--- src/rtl/stopwatch_core.sv ---
// Stopwatch timekeeping core: counts 1 ms ticks into BCD MM:SS.cc under a start/stop/lap/clear FSM.
// Optional lap snapshot is compiled in with `define STOPWATCH_LAP_EN.
module stopwatch_core #(
  parameter int TICKS_PER_CS = 10,
  parameter int MAX_MIN      = 59
) (
  input  logic        clk,
  input  logic        reset,
  input  logic        tick_1ms,
  input  logic        start_stop,
  input  logic        lap_clr,
  output logic        div_en,
  output logic [23:0] digits,
  output logic        running,
  output logic        lap_active,
  output logic        ovf
);

`ifdef STOPWATCH_LAP_EN
  typedef enum logic [1:0] {S_IDLE, S_RUN, S_PAUSE, S_LAP} state_t;
`else
  typedef enum logic [1:0] {S_IDLE, S_RUN, S_PAUSE} state_t;
`endif

  localparam logic [3:0] SUB_MAX = 4'(TICKS_PER_CS - 1);
  localparam logic [3:0] MAX_T   = 4'(MAX_MIN / 10);
  localparam logic [3:0] MAX_U   = 4'(MAX_MIN % 10);
  // Terminal values for cs_u, cs_t, sec_u, sec_t (index 0..3)
  localparam logic [3:0][3:0] DIG_MAX = {4'd5, 4'd9, 4'd9, 4'd9};

  state_t          state, nxt;
  logic [3:0]      sub_q, sub_d;
  logic [5:0][3:0] dig_q, dig_d;
  logic [23:0]     disp_d;
  logic            clr, cnt, wrap, carry, run_nxt;

  always_comb begin
    nxt = state;
    clr = 1'b0;
    unique case (state)
      S_IDLE:  if (start_stop) nxt = S_RUN;
`ifdef STOPWATCH_LAP_EN
      S_RUN:   if (start_stop) nxt = S_PAUSE;
               else if (lap_clr) nxt = S_LAP;
      S_LAP:   if (start_stop) nxt = S_PAUSE;
               else if (lap_clr) nxt = S_RUN;
`else
      S_RUN:   if (start_stop) nxt = S_PAUSE;
`endif
      S_PAUSE: if (start_stop) nxt = S_RUN;
               else if (lap_clr) begin
                 nxt = S_IDLE;
                 clr = 1'b1;
               end
      default: nxt = S_IDLE;
    endcase
  end

`ifdef STOPWATCH_LAP_EN
  assign cnt     = tick_1ms && (state == S_RUN || state == S_LAP);
  assign run_nxt = (nxt == S_RUN) || (nxt == S_LAP);
`else
  assign cnt     = tick_1ms && (state == S_RUN);
  assign run_nxt = (nxt == S_RUN);
`endif

  // Sub-tick prescale then ripple carry through the BCD digits in one cycle
  always_comb begin
    sub_d = sub_q;
    dig_d = dig_q;
    wrap  = 1'b0;
    carry = 1'b0;
    if (clr) begin
      sub_d = '0;
      dig_d = '0;
    end else if (cnt) begin
      if (sub_q == SUB_MAX) begin
        sub_d = '0;
        carry = 1'b1;
      end else begin
        sub_d = sub_q + 4'd1;
      end
      for (int i = 0; i < 4; i++) begin
        if (carry) begin
          if (dig_q[i] == DIG_MAX[i]) dig_d[i] = '0;
          else begin
            dig_d[i] = dig_q[i] + 4'd1;
            carry    = 1'b0;
          end
        end
      end
      if (carry) begin
        if (dig_q[5] == MAX_T && dig_q[4] == MAX_U) begin
          dig_d[5] = '0;
          dig_d[4] = '0;
          wrap     = 1'b1;
        end else if (dig_q[4] == 4'd9) begin
          dig_d[4] = '0;
          dig_d[5] = dig_q[5] + 4'd1;
        end else begin
          dig_d[4] = dig_q[4] + 4'd1;
        end
      end
    end
  end

`ifdef STOPWATCH_LAP_EN
  logic [23:0] snap_q;

  // Snapshot holds the pre-edge live value, so a coincident tick is excluded
  always_ff @(posedge clk or negedge reset) begin
    if (!reset)                                snap_q <= '0;
    else if (state == S_RUN && nxt == S_LAP)   snap_q <= dig_q;
  end

  assign disp_d = (state == S_LAP && nxt == S_LAP) ? snap_q : dig_q;

  always_ff @(posedge clk or negedge reset) begin
    if (!reset) lap_active <= 1'b0;
    else        lap_active <= (nxt == S_LAP);
  end
`else
  assign disp_d     = dig_q;
  assign lap_active = 1'b0;
`endif

  always_ff @(posedge clk or negedge reset) begin
    if (!reset) begin
      state   <= S_IDLE;
      sub_q   <= '0;
      dig_q   <= '0;
      digits  <= '0;
      div_en  <= 1'b0;
      running <= 1'b0;
      ovf     <= 1'b0;
    end else begin
      state   <= nxt;
      sub_q   <= sub_d;
      dig_q   <= dig_d;
      digits  <= disp_d;
      div_en  <= run_nxt;
      running <= run_nxt;
      ovf     <= wrap;
    end
  end

endmodule

--- config.mk ---
export PLATFORM = sky130hd
export DESIGN_NAME = stopwatch_core
export DESIGN_NICKNAME = d
export VERILOG_FILES = /design/src/rtl/stopwatch_core.sv
export SDC_FILE = /design/constraint.sdc
export NUM_CORES = 1
export LEC_CHECK = 0
export ABC_AREA = 1
export BUFFER_PORTS_ARGS = -buffer_cell sky130_fd_sc_hd__buf_2
export CORE_MARGIN = 3
export CORE_UTILIZATION = 50
export DETAILED_ROUTE_END_ITERATION = 7
export GPL_ROUTABILITY_DRIVEN = 0
export PLACE_DENSITY = 0.74
export SYNTH_ARGS = -nofsm -noshare
export SYNTH_HDL_FRONTEND = slang
export SYNTH_SLANG_ARGS = --single-unit
--- constraint.sdc ---
create_clock -name clk -period 3.85 [get_ports clk]
set_input_delay 0 -clock clk [delete_from_list [all_inputs] [get_ports clk]]
set_output_delay 0 -clock clk [all_outputs]
set_load 0.01 [all_outputs]
# Word level (Yosys, flattened, before mapping)
# Cells that the tools add are included.
[totals]
register_bits = 56
word_cells = 92
[classes]
reduce_logical = 16
n_eq_ne = 10
n_mux = 48
n_addsub = 7
[ops]
columns = ["operator", "n"]
rows = [
  ["$mux 4", 13],
  ["$mux 24", 2],
  ["$add 4x1->4 const B", 7],
  ["$mux 1", 26],
  ["$eq 4x4->1 const B", 5],
  ["$mux 8", 2],
  ["$reduce_bool 2->1", 6],
  ["$reduce_and 2->1", 5],
  ["$eq 4x3->1 const B", 2],
  ["$mux 2", 4],
  ["$pmux 2 s3", 1],
  ["$eq 2x1->1 const B", 2],
  ["$reduce_and 3->1", 1],
  ["$reduce_bool 3->1", 1],
  ["$eq 2x2->1 const B", 1],
  ["$logic_and 1x1->1", 2],
  ["$logic_not 2->1", 1],
]

# Depth between registers and ports, before layout
[logic_depth]
word_depth = 19
mapped_depth = 10

# Least setup slack after synthesis
# Ideal clock, no wire load.
[synth_timing]
path_kind = "register -> register"
start = "reg sub_q[1]"
end = "reg dig_q[20] (netlist bit)"
setup_ns = 0.117
n_path_buf = 0
t_arrival_ns = 1.330
path_slack_ns = 2.403
stages_incl_launch_ff = 10
path_cell_list = "dfrtp_1 > inv_1 > ha_1 > nand3b_1 > nor2_4 > nand3_2 > nand2_4 > nand2_1 > nand2_1 > nand2_1"
[synth_via]
elab_chain_len = 18
[synth_lines]
columns = ["item", "line_no", "text"]
rows = [
  ["from (decl)", "32", "logic [3:0] sub_q, sub_d;"],
  ["from (signal assigned)", "138", "sub_q <= sub_d;"],
  ["$eq 4x4->1", "77", "if (sub_q == SUB_MAX) begin"],
  ["$mux 1", "77", ""],
  ["$mux 1", "76", "end else if (cnt) begin"],
  ["$mux 1", "73", "if (clr) begin"],
  ["$mux 1", "84", "if (carry) begin"],
  ["$mux 1", "76", ""],
  ["$mux 1", "73", ""],
  ["$mux 1", "84", ""],
  ["(+2 left out)", "--", ""],
  ["$mux 1", "84", ""],
  ["$mux 1", "76", ""],
  ["$mux 1", "73", ""],
  ["$mux 1", "84", ""],
  ["$mux 1", "76", ""],
  ["$mux 1", "73", ""],
  ["$reduce_bool 2->1 (no line)", "--", ""],
  ["$reduce_and 3->1 (no line)", "--", ""],
  ["to (signal assigned)", "139", "dig_q <= dig_d;"],
  ["to (decl)", "33", "logic [5:0][3:0] dig_q, dig_d;"],
]
# Every way passes these cells. The select of a mux whose other input is x is not followed.
# A chain may end at the register's enable or synchronous reset.

# Final worst setup path
# Ends and elaborated chain as after synthesis.

==> impl_metrics.tcl <==
set metrics [dict create \
    routed_wl_um 4087 \
    first_pass_iters 4 \
    post_drt_wl_per_cell_um 11.48 \
    min_period_over_period_pct 42.43 \
    comb_power_share_pct 18.7 \
    avgSynthCellArea_um2 10.14 \
    cp_cell_sequence "inv_1 -> ha_1 -> nand3b_1 -> nor2_4 -> nand3_2 -> nand2_4 -> nand2_1 -> nand2_1 -> nand2_1" \
    ir_drop_mv 0.3605 \
    cts_buffers 5 \
    synth_top_family_by_area "simple AND/OR/NAND/NOR gates" \
    final_cell_mix "dfrtp_1 (56), nand2_1 (43), buf_2 (31)" \
    post-route-min-period_ns 1.633 \
    busiest_layer "met2" \
    cp_max_fo 9 \
    seqPwrFrac_pct 53.5 \
    gr-usage-all-layers_pct 14.78 \
    area_delta_synth_final_pct 14.18 \
    cts_tree "yes" \
    min_from "tick_1ms" \
    yosysSeqAreaShare_pct 55.53 \
    layout_commonest_cell "dfrtp_1" \
    postRouteAntennaNets 0 \
    hold_violations 0 \
    p_switching_mw 0.4243 \
    path_clk_slew_ns 0.10 \
    max_stage_delay_ns 0.41 \
    postCtsSetupRepairBufs 0 \
    syn_nets 268 \
    p_per_area_mw_per_mm2 510.3 \
    rsz0062_at_grt "no" \
    grt_pass1_vias 1599 \
    register_area_mm2 0.001401 \
    grtUsageMet3_pct 3.286 \
    required_ns 4.04 \
    rr_startpoint "sub_q[1]" \
    multi_input_area_um2 965.9 \
    use_met1_pct 19.04 \
    hold_class "input pin to flip-flop" \
    route.detailed.drc 0 \
    start_kind "flip-flop" \
    die_w_um 77.05 \
    syn_inst 249 \
    clock_sinks 56 \
    synth_ff_type "dfrtp_1" \
    worstMarginPinSlew_ns 0.6656 \
    layout.nets 307 \
    core_mm2 0.004786 \
    fin_skew_ns 0.01111 \
    drtIter0Drc 61 \
    clk_latency_ns 0.30 \
    p_leak_nw 1.554 \
    relSlewSlack_pct 55.62 \
    post_synth_num_cell_types 33 \
    cts-root-buf "clkbuf_8" \
    clockBufferDepth 2 \
    arrival_ns 1.82 \
    synth_edf_count 0 \
    grt_overflow 0 \
    yosys.area_share.simple_pct 22.61 \
    portBuffers 31 \
    synthMuxAreaShare_pct 0 \
    cp_slowest_cell "dfrtp_1" \
    critical_path_class "flip-flop to flip-flop" \
    antennaDiodeCount 0 \
    htreeDepth 2 \
    synth-compound-area-share_pct 5.801 \
    drive_gt1_share_pct 21.11 \
    fillers 406 \
    vias 1738 \
    grt_pass1_wl_um 7148 \
    yosysWarnings 0 \
    status "complete, no violations" \
    io_pins 33 \
    p_int_mw 1.046 \
    start_util_pct 52.73 \
    rows 25 \
    die_h_um 77.05 \
    critPathCaptureType "flip-flop" \
    synth_area_mm2 0.002524 \
    setup_tns_ns 0 \
    setup_viol 0 \
    async_flop_share_pct 100.0 \
    power_mw 1.470 \
    cpMostUsedCell "nand2_1" \
    fmax_mhz 612.2 \
    antenna_found_initial 0 \
    die-area_mm2 0.005936 \
    grt_max_degree 57 \
    crit_path_start "sub_q[1]" \
    viasPerCell 4.882 \
    synth-seq-cells 56 \
    drv_cap 0 \
    finalMaxSlewViolations 0 \
    globalRouteMet2Util_pct 25.00 \
    p_clk_share_pct 27.8 \
    synth_fa_ha_area_share_pct 6.941 \
    synthXorXnorAreaFrac_pct 2.776 \
    switching_share_pct 28.85 \
    dp_hpwl_um 2814 \
]
-- logic make-up (layout without fill, tap and decap cells) --
kind of cell,after synthesis,after routing
simple gates,114,114
flops,56,56
buf+inv,31,71
compound gates,25,25
fa+ha+maj,14,14
xor+xnor,8,8
other cells,1,1
-- cells in the mapped netlist (2+ instances only) --
library cell	count	share of area [%]
nand2_1	43	6.4
nand4_1	8	2.0
inv_1	25	3.7
buf_4	2	0.59
a21oi_1	2	0.40
buf_12	2	1.6
ha_1	14	6.9
nor2_1	17	2.5
nand3_2	2	0.79
o21ai_1	6	1.2
xor2_1	5	1.7
nand3_1	22	4.4
dfrtp_1	56	56
xnor2_1	3	1.0
inv_2	2	0.30
nor3_1	3	0.59
o21ai_0	12	2.4
or2_1	2	0.50
nand2_2	8	2.0
nand2_4	2	0.89
-- area by class of cell --
| cell class | instances | share of cell area [%] |
|---|---|---|
| tap | 67 | 2.909 |
| multi-input combinational | 162 | 33.52 |
| inverter | 27 | 3.517 |
| timing repair buffer | 36 | 7.034 |
| clock buffer | 7 | 3.343 |
| sequential | 56 | 48.63 |
| clock inverter | 1 | 1.042 |
-- final timing paths --
check	slack, ns	to	cells past startpoint
min	0.06	sub_q[3]	3
max	2.22	dig_q[20]	9
max in group asynchronous	3.06	digits[22]	3
max reg2reg	2.22	dig_q[20]	9
min reg2reg	0.42	digits[3]	0
min in group asynchronous	0.35	dig_q[11]	3
-- routing by layer --
layer	vias to the layer above	share of wire [%]
li1	888	-
met1	821	48
met2	25	48
met3	4	3.2
met4	0	1.1
met5	-	0
-- worst max-delay path: cells and delay by family, from the launching register on --
kind | cells | cell delay (ns)
AND/OR/NAND/NOR | 7 | 0.90
flip-flops | 1 | 0.41
adder cells (fa/ha/maj) | 1 | 0.14
buffers and inverters | 1 | 0.08
-- power by group through the flow --
stage | clock (mW) | sequential (mW) | combinational (mW)
finish | 0.409 | 0.786 | 0.275
global route | 0.440 | 0.804 | 0.315
CTS | 0.421 | 0.787 | 0.280
detailed placement | 0 | 0.798 | 0.274
global placement | 0 | 0.796 | 0.263
floorplan | 0 | 0.804 | 0.165
-- per-stage QoR --
step	utilization (%)	worst slack (ns)	cells	hold slack (ns)	cell area (um2)
2_1_floorplan	-	2.403	249	-0.2956	2524
3_3_place_gp	56.73	2.273	344	0.1641	2715
3_5_place_dp	56.73	2.230	344	0.1725	2715
4_1_cts	60.21	2.203	356	0.05941	2882
5_1_grt	60.21	2.042	356	0.07980	2882
6_report	60.21	2.217	356	0.05934	2882
-- timing repair --
action / 4_1_cts / 5_1_grt
hold buffers: 4 / 0
endpoints found under the hold margin: 59 / 0
resized for setup: 0 / 0
-- state kept, by name, summed over array words and instances (netlist names) --
name	count
sub_q	4
dig_q	24
running	1
ovf	1
state	2
digits	24
No activity file was read; power rests on OpenSTA's default activity.
